$ cat src/rtl/counter_bcd_pkg.sv
// Shared BCD types and elaboration-time helpers for the multi-digit BCD counters.
package counter_bcd_pkg;

   localparam int BCD_DIGIT_W    = 4;
   localparam int BCD_MAX_DIGITS = 8;
   localparam int BCD_MAX_W      = BCD_DIGIT_W * BCD_MAX_DIGITS;

   typedef logic [BCD_DIGIT_W-1:0] bcd_digit_t;
   typedef logic [BCD_MAX_W-1:0]   bcd_vec_t;

   function automatic bcd_vec_t to_bcd(input int value, input int digits);
      bcd_vec_t r = '0;
      int       v = value;
      for (int i = 0; i < BCD_MAX_DIGITS; i++) begin
         if (i < digits) begin
            r[i*BCD_DIGIT_W +: BCD_DIGIT_W] = bcd_digit_t'(v % 10);
            v = v / 10;
         end
      end
      return r;
   endfunction

   function automatic logic bcd_valid(input bcd_vec_t v);
      logic ok = 1'b1;
      for (int i = 0; i < BCD_MAX_DIGITS; i++) begin
         if (v[i*BCD_DIGIT_W +: BCD_DIGIT_W] > 4'd9) ok = 1'b0;
      end
      return ok;
   endfunction

endpackage

$ cat src/rtl/bcd_digit_step.sv
// One BCD digit of the up/down chain; purely combinational, zero latency.
// cout is carry out when counting up and borrow out when counting down.
module bcd_digit_step
   import counter_bcd_pkg::*;
(
   input  logic [BCD_DIGIT_W-1:0] digit,
   input  logic                   cin,
   input  logic                   up_dn,
   output logic [BCD_DIGIT_W-1:0] digit_nxt,
   output logic                   cout
);

   always_comb begin
      digit_nxt = digit;
      cout      = 1'b0;
      if (cin) begin
         if (up_dn) begin
            if (digit >= 4'd9) begin
               digit_nxt = 4'd0;
               cout      = 1'b1;
            end else begin
               digit_nxt = digit + 4'd1;
            end
         end else begin
            if (digit == 4'd0) begin
               digit_nxt = 4'd9;
               cout      = 1'b1;
            end else begin
               digit_nxt = digit - 4'd1;
            end
         end
      end
   end

endmodule

$ cat src/rtl/counter_bcd_multi.sv
// Multi-digit BCD up/down counter (0..MAX_VAL) with checked load; count/wrap/load_err one
// falling edge after inputs, tc combinational. No backpressure: steps on every enabled edge.
module counter_bcd_multi
   import counter_bcd_pkg::*;
#(
   parameter int DIGITS  = 4,
   parameter int MAX_VAL = 9999
) (
   input  logic                          clk,
   input  logic                          reset,
   input  logic                          enable,
   input  logic                          up_dn,
   input  logic                          load,
   input  logic [BCD_DIGIT_W*DIGITS-1:0] load_val,
   output logic [BCD_DIGIT_W*DIGITS-1:0] count,
   output logic                          tc,
   output logic                          wrap,
   output logic                          load_err
);

   localparam int W = BCD_DIGIT_W * DIGITS;

   if (DIGITS < 1 || DIGITS > BCD_MAX_DIGITS) begin : g_bad_digits
      $error("counter_bcd_multi: DIGITS out of range");
   end
   if (MAX_VAL < 1 || MAX_VAL > (10 ** DIGITS) - 1) begin : g_bad_max
      $error("counter_bcd_multi: MAX_VAL out of range for DIGITS");
   end

   localparam bcd_vec_t       MAX_BCD_FULL = to_bcd(MAX_VAL, DIGITS);
   localparam logic [W-1:0]   MAX_BCD      = MAX_BCD_FULL[W-1:0];

   logic [W-1:0]  count_q, count_d, step_val;
   logic          wrap_q, wrap_d, load_err_q, load_err_d;
   logic [DIGITS:0] chain;
   bcd_vec_t      count_ext, load_ext;
   logic          at_max, at_zero, count_ok, load_ok, wrap_now;

   assign chain[0] = 1'b1;

   for (genvar i = 0; i < DIGITS; i++) begin : g_digit
      bcd_digit_step u_step (
         .digit     (count_q[i*BCD_DIGIT_W +: BCD_DIGIT_W]),
         .cin       (chain[i]),
         .up_dn     (up_dn),
         .digit_nxt (step_val[i*BCD_DIGIT_W +: BCD_DIGIT_W]),
         .cout      (chain[i+1])
      );
   end

   always_comb begin
      count_ext         = '0;
      count_ext[W-1:0]  = count_q;
      load_ext          = '0;
      load_ext[W-1:0]   = load_val;
   end

   assign at_max   = (count_q == MAX_BCD);
   assign at_zero  = (count_q == '0);
   // Once every nibble is a legal digit, unsigned compare of packed BCD equals decimal compare.
   assign count_ok = bcd_valid(count_ext) && (count_q <= MAX_BCD);
   assign load_ok  = bcd_valid(load_ext) && (load_val <= MAX_BCD);
   // Chain overflow only fires at all-nines / all-zeros, both already wrap points.
   assign wrap_now = ~count_ok | chain[DIGITS] | (up_dn ? at_max : at_zero);

   assign tc = enable & ~load & ~reset & (up_dn ? at_max : at_zero);

   always_comb begin
      count_d    = count_q;
      wrap_d     = 1'b0;
      load_err_d = 1'b0;
      if (reset) begin
         count_d = '0;
      end else if (load) begin
         if (load_ok) count_d    = load_val;
         else         load_err_d = 1'b1;
      end else if (enable) begin
         if (wrap_now) begin
            count_d = up_dn ? '0 : MAX_BCD;
            wrap_d  = 1'b1;
         end else begin
            count_d = step_val;
         end
      end
   end

   always_ff @(negedge clk) begin
      count_q    <= count_d;
      wrap_q     <= wrap_d;
      load_err_q <= load_err_d;
   end

   assign count    = count_q;
   assign wrap     = wrap_q;
   assign load_err = load_err_q;

endmodule
$ cat config.mk
export PLATFORM = sky130hd
export DESIGN_NAME = counter_bcd_multi
export DESIGN_NICKNAME = d
export VERILOG_FILES = /design/src/rtl/counter_bcd_pkg.sv /design/src/rtl/bcd_digit_step.sv /design/src/rtl/counter_bcd_multi.sv
export SDC_FILE = /design/constraint.sdc
export NUM_CORES = 1
export LEC_CHECK = 0
export CORE_MARGIN = 1
export CORE_UTILIZATION = 56
export DETAILED_ROUTE_END_ITERATION = 7
export GPL_TIMING_DRIVEN = 0
export PLACE_DENSITY = 0.86
export SLEW_MARGIN = 20
export SYNTH_ARGS = -nofsm -noshare
export SYNTH_HDL_FRONTEND = slang
export SYNTH_SLANG_ARGS = --single-unit
$ cat constraint.sdc
create_clock -name clk -period 3.69 [get_ports clk]
set_clock_uncertainty 0.2 [all_clocks]
set_input_delay 0.5535 -clock clk [delete_from_list [all_inputs] [get_ports clk]]
set_output_delay 0.5535 -clock clk [all_outputs]
set_load 0.02 [all_outputs]
==> impl_metrics.yaml, run 1 <==
min_path:
  hp-class: "flop to flop"
  hold_path_end: "count[5]"
  hold_path_startpoint: "count[5]"
  worst_hold_path.num_cells: 2
cts:
  cts_sinks: 18
  hold_buffers: 0
  cts_buffers: 3
  cts_tree: "yes"
  clk_pin_slew_ns: 0.04
  clk_latency_ns: 0.41
  cts_buffer_depth: 2
  root_buffer: "clkbuf_4"
  cts.htree.levels: 1
final_layout:
  nNetsFinal: 400
  n_fill_cell: 136
  final_cells: 412
  drive_gt1_share_pct: 39.07
  syn_to_final_growth_pct: 54.55
  design_area_um2: 3084
  antenna-diode-count: 0
floorplanning:
  fp.dieArea_um2: 3806
  rows: 21
  core-area_um2: 3363
  io_pins: 40
  start_util_pct: 59.34
  die_y_um: 61.70
  die_w_um: 61.70
logic_synthesis:
  synth_cell_types: 58
  synth-edff-count: 0
  ys_ff_latch: 18
  syn_avg_cell_area_um2: 7.052
  async_flop_share_pct: 0
  yosys-top-cells-count: "nor2_1 (38), o21ai_0 (35), nand2_1 (25), dfxtp_1 (18)"
  syn_nets: 316
  synth_warnings: 0
  ys.flop_type: "dfxtp_1"
  netlist_area_um2: 1996
  yosys.area.top_type_share_pct: 18.06
  yosysMostFrequentCell: "nor2_1"
  synthCells: 283
  yosysTopAreaCell: "dfxtp_1"
  ys_seq_area_share_pct: 18.06
  synthTopCellsByArea: "dfxtp_1 (18%), o21ai_0 (8.8%), ha_1 (7.5%)"
sta:
  rsz0062_at_grt: "yes"
  relSlewSlack_pct: 45.68
  tightest_slew_ns: 0.8148
  setup_ws_ns: -1.079
  hold_viol_final: 0
  whs_ns: 0.3588
  drv_slew: 0
  setup_viol_count_final: 17
place:
  dp_hpwl_um: 4792
  dp_cells: 366
  io_buffers: 37
  place_congestion: 0.9532
  place_area_um2: 2659
  dp_slack_ns: -1.233
detailed_routing:
  wl_per_cell_um: 24.04
  dr.first_iter.drc_count: 870
  vias: 3122
  dr.pass1.iters: 7
  drt_wl_total_um: 9903
  vias_per_cell: 7.578
  drc_errors: 0
  detail-route-antenna-nets: 0
setup_path:
  worst-r2r-cell-count: 10
  crit_type: "flop to output pin"
  cp.required_ns: 2.94
  cp-start-kind: "flop"
  regToRegStartpoint: "count[0]"
  endpoint_kind: "output pin"
  cp.arrival_ns: 4.02
  crit_fanout: 4
  slowest_stage: "nor4_4"
  cp_cell_sequence: "inv_4 -> ha_2 -> nand4b_4 -> nor4_4 -> nand2_2 -> a211oi_4 -> buf_6"
  cp_num_buf_inv: 2
  reg2reg_slack_ns: 0.82
  crit_family: "simple AND/OR/NAND/NOR gates"
  cpPeakStageDelay_ns: 0.43
  crit_cells: 7
  r2r_end: "count[15]"
global_routing:
  grt_pass1_vias: 2554
  grt_pass1_wl_um: 11960
  antenna_found_initial: 0
  gr-total-overflow: 0
  grt_max_degree: 11
  grt_use_total_pct: 42.99
outcome:
  violations: "setup timing"
  outcome: "finished with violations"
pwr:
  seq_power_share_pct: 21.6
  p_total_uw: 1187
  combinationalPowerShare_pct: 60.9
  p_sw_share_pct: 50.38
  power_density_nw_per_um2: 384.8
  power.switching_uw: 597.9
  irDropWorstVdd_uv: 297.9
  total_leakage_power_uw: 0.001299
  internal_power_uw: 588.9
  clockPowerShare_pct: 17.5
run:
  maxCapViolations: 0
==> cell type report <==
type | instances | area, um^2 | area share [%]
Timing Repair Buffer | 63 | 536.8 | 17.40
Clock inverter | 19 | 72.57 | 2.353
Clock buffer | 3 | 22.52 | 0.7302
Tap cell | 46 | 57.56 | 1.866
Buffer | 20 | 168.9 | 5.477
Multi-Input combinational cell | 229 | 1767 | 57.28
Inverter | 14 | 67.56 | 2.191
Sequential cell | 18 | 391.6 | 12.70
==> metal layers <==
metal	wire length (um)	GRT usage [%]	vias up
met2	3995	66.36	395
li1	-	-	1222
met1	3399	55.36	1363
met5	0	0	-
met3	1504	9.938	142
met4	1003	23.81	0
==> stage by stage <==
step	util (%)	setup TNS [ns]
floorplan	-	-3.494
global placement	79.06	-15.15
detailed placement	79.06	-15.43
CTS	88.39	-0.9610
global route	91.70	-2.420
finish	91.70	-1.833
==> power groups by stage <==
stage	logic (uW)	clock network, uW	registers (uW)
global placement	522	31.4	256
detailed placement	530	31.4	257
finish	723	208	256
CTS	603	197	252
floorplan	358	31.4	276
global route	749	227	258
==> state kept, by name, indices dropped and copies added, names as in the netlist <==
signal,count
load_err,1
wrap,1
count,16
==> how the worst max path moves through the flow <==
stage	startpoint	endpoint	slack [ns]
floorplan	count[9]	tc	-0.60
global placement	count[12]	tc	-1.19
detailed placement	count[12]	tc	-1.23
CTS	count[8]	tc	-0.96
global route	count[9]	tc	-1.10
finish	count[9]	tc	-1.08
==> cells by family (layout without fill, tap and decap cells) <==
kind of cell               Yosys count  after routing  synth area share (%)
AOI/OAI and AO/OA                  104            104                 36.55
adders and majority gates           12             12                 7.523
DFF                                 18             18                 18.06
buffers and inverters               36            119                 7.899
and+or+nand+nor                    113            113                 29.97
==> worst register-to-register path: stages (launching register included) <==
cell      delay, ns
dfxtp_4        0.36
inv_4          0.06
ha_4           0.13
buf_4          0.15
nor3b_2        0.25
o21ai_0        0.16
a22oi_1        0.38
o211ai_4       0.22
buf_12         0.19
a41o_2         0.35
nor4_1         0.30
==> repair_timing <==
| item | 4_1_cts | 5_1_grt |
|---|---|---|
| endpoints found under the setup margin | 36 | 22 |
| buffers inserted | 18 | 8 |
| gates resized for setup | 124 | 40 |
| pin swaps | 12 | 19 |
==> placed cells by master (no fill, tap or decap), types with 5 or more instances in the layout <==
cell	count
nor2_1	35
o21ai_0	27
inv_1	24
buf_4	23
nand2_1	21
a21oi_1	15
buf_2	12
clkbuf_2	10
buf_6	7
a211oi_1	7
dfxtp_4	7
dfxtp_1	7
inv_4	6
nand2b_1	6
a311oi_1	6
clkdlybuf4s15_2	6
clkbuf_1	5
o21ai_2	5
ha_4	5
ha_1	5
(Power assumes the default switching activity.)
==> inputs of run 2 (changes only) <==
TNS_END_PERCENT = 1   (was not set)
==> run 2 against run 1 <==
Effect of this change:
- the run still ends with setup timing left
- non-clock buffer count down 15
- utilization down 9.4 points
- cell count down 3.6%
- register-to-register slack worse by 0.07 ns
- worst hold slack better by 0.0081 ns
- via count down 17%
- sequential share of layout area up 1.3 points
- worst setup slack better by 0.057 ns
- count of clock-buffer cells in the layout unchanged
- die area unchanged
==> impl_metrics.yaml, run 2 (synthesis gave the netlist of run 1 again) <==
outcome:
  outcome: "finished with violations"
  violations: "setup timing"
cts:
  cts_tree: "yes"
  cts_buffer_depth: 2
  root_buffer: "clkbuf_4"
  cts.htree.levels: 1
  cts_buffers: 3
  clk_pin_slew_ns: 0.04
  cts_sinks: 18
  clk_latency_ns: 0.41
global_routing:
  antenna_found_initial: 0
  grt_use_total_pct: 41.65
  grt_max_degree: 11
  gr-total-overflow: 0
  grt_pass1_wl_um: 11340
  grt_pass1_vias: 2364
run:
  maxCapViolations: 0
place:
  place_congestion: 0.9641
  io_buffers: 37
  dp_slack_ns: -1.445
  place_area_um2: 2506
  dp_hpwl_um: 4913
floorplanning:
  fp.dieArea_um2: 3806
  start_util_pct: 59.34
  die_y_um: 61.70
  core-area_um2: 3363
  rows: 21
  io_pins: 40
  die_w_um: 61.70
setup_path:
  worst-r2r-cell-count: 11
  cp.arrival_ns: 3.96
  crit_fanout: 7
  reg2reg_slack_ns: 0.75
  cpPeakStageDelay_ns: 0.36
  regToRegStartpoint: "count[5]"
  crit_end: "tc"
  slowest_stage: "dfxtp_2"
  cp-start-kind: "flop"
  r2r_end: "count[9]"
  cp_cell_sequence: "inv_1 -> ha_4 -> nand4b_1 -> nor4_4 -> nand2_2 -> a211oi_4 -> buf_6"
  endpoint_kind: "output pin"
  crit_type: "flop to output pin"
  cp.required_ns: 2.94
  startpoint: "count[5]"
final_layout:
  antenna-diode-count: 0
  final_cell_mix: "nor2_1 (37), o21ai_0 (32), inv_1 (26)"
  design_area_um2: 2766
  largest_register_ffs: 16
  final_common_cell: "nor2_1"
  n_fill_cell: 236
  syn_to_final_growth_pct: 38.62
  fin_util_pct: 82.25
  nNetsFinal: 385
  drive_gt1_share_pct: 21.94
detailed_routing:
  dr.first_iter.drc_count: 405
  vias_per_cell: 6.534
  vias: 2594
  dr.pass1.iters: 5
  drc_errors: 0
  detail-route-antenna-nets: 0
  drt_wl_total_um: 7315
  wl_per_cell_um: 18.43
sta:
  setup_ws_ns: -1.021
  relSlewSlack_pct: 50.30
  tightest_slew_ns: 0.7455
  setup_viol_count_final: 18
  whs_ns: 0.3669
  drv_slew: 0
  hold_viol_final: 0
  rsz0062_at_grt: "yes"
pwr:
  p_total_uw: 1012
  total_leakage_power_uw: 0.001266
  irDropWorstVdd_uv: 279.5
  power_density_nw_per_um2: 365.9
min_path:
  hp-class: "flop to flop"
-- run 2: changes by cell type in the layout (fill, tap and decap cells not counted), sizes merged --
| cell | previous run | this run |
|---|---|---|
| buf | 47 | 23 |
| clkdlybuf4s50 | 4 | 18 |
| dlymetal6s2s | 1 | 11 |
| clkdlybuf4s15 | 8 | 0 |
| dlygate4sd2 | 4 | 0 |
| clkbuf | 22 | 19 |
-- run 2: worst min path at each step --
| stage | from | to | slack (ns) | cells after the start |
|---|---|---|---|---|
| after floorplan | count[1] | count[1] | 0.36 | 2 |
| after global placement | count[13] | count[13] | 0.34 | 2 |
| after detailed placement | count[13] | count[13] | 0.35 | 2 |
| after CTS | count[5] | count[5] | 0.36 | 2 |
| after global routing | count[12] | count[12] | 0.40 | 2 |
| final | count[5] | count[5] | 0.37 | 2 |
-- run 2: critical path: cells and delay by family (launching register included) --
family | cells | cell delay, ns
compound gates | 1 | 0.29
flops | 1 | 0.36
fa+ha+maj | 1 | 0.16
buf+inv | 2 | 0.27
simple gates | 3 | 0.65
-- run 2: layout make-up --
class                   count  area [um^2]  area share (%)
inverters                  14        62.56           2.261
multi-input cells         229         1598           57.76
repair buffers             47        451.7           16.33
clock buffers               3        22.52          0.8141
well taps                  46        57.56           2.081
clock inverters            19        72.57           2.623
plain buffers              21        115.1           4.161
flip-flops and latches     18        386.6           13.98
-- run 2: repair_timing --
item                       CTS  global route
pin swaps                    6             2
gates resized for setup     24            41
hold buffers                 0             0
setup endpoints to repair   36            36
setup buffers                9             1
-- run 2: layer usage --
metal | up-vias | share of wire, % | track usage, %
met2 | 177 | 45 | 60.98
met3 | 32 | 10 | 16.15
met4 | 0 | 3.8 | 24.13
met5 | - | 0 | 0
met1 | 1189 | 41 | 51.95
li1 | 1196 | - | -
-- run 2: metrics by stage --
step	TNS, ns	instances
global route	-12.74	397
floorplan	-6.925	283
CTS	-16.59	396
detailed placement	-21.32	366
finish	-11.74	397
global placement	-20.91	366
-- run 2: power breakdown --
part	leakage [uW]	switching (uW)	internal, uW	total (uW)
clock network	0.000110	137	65.2	202
logic	0.00100	324	234	558
registers	0.000154	32.2	220	252
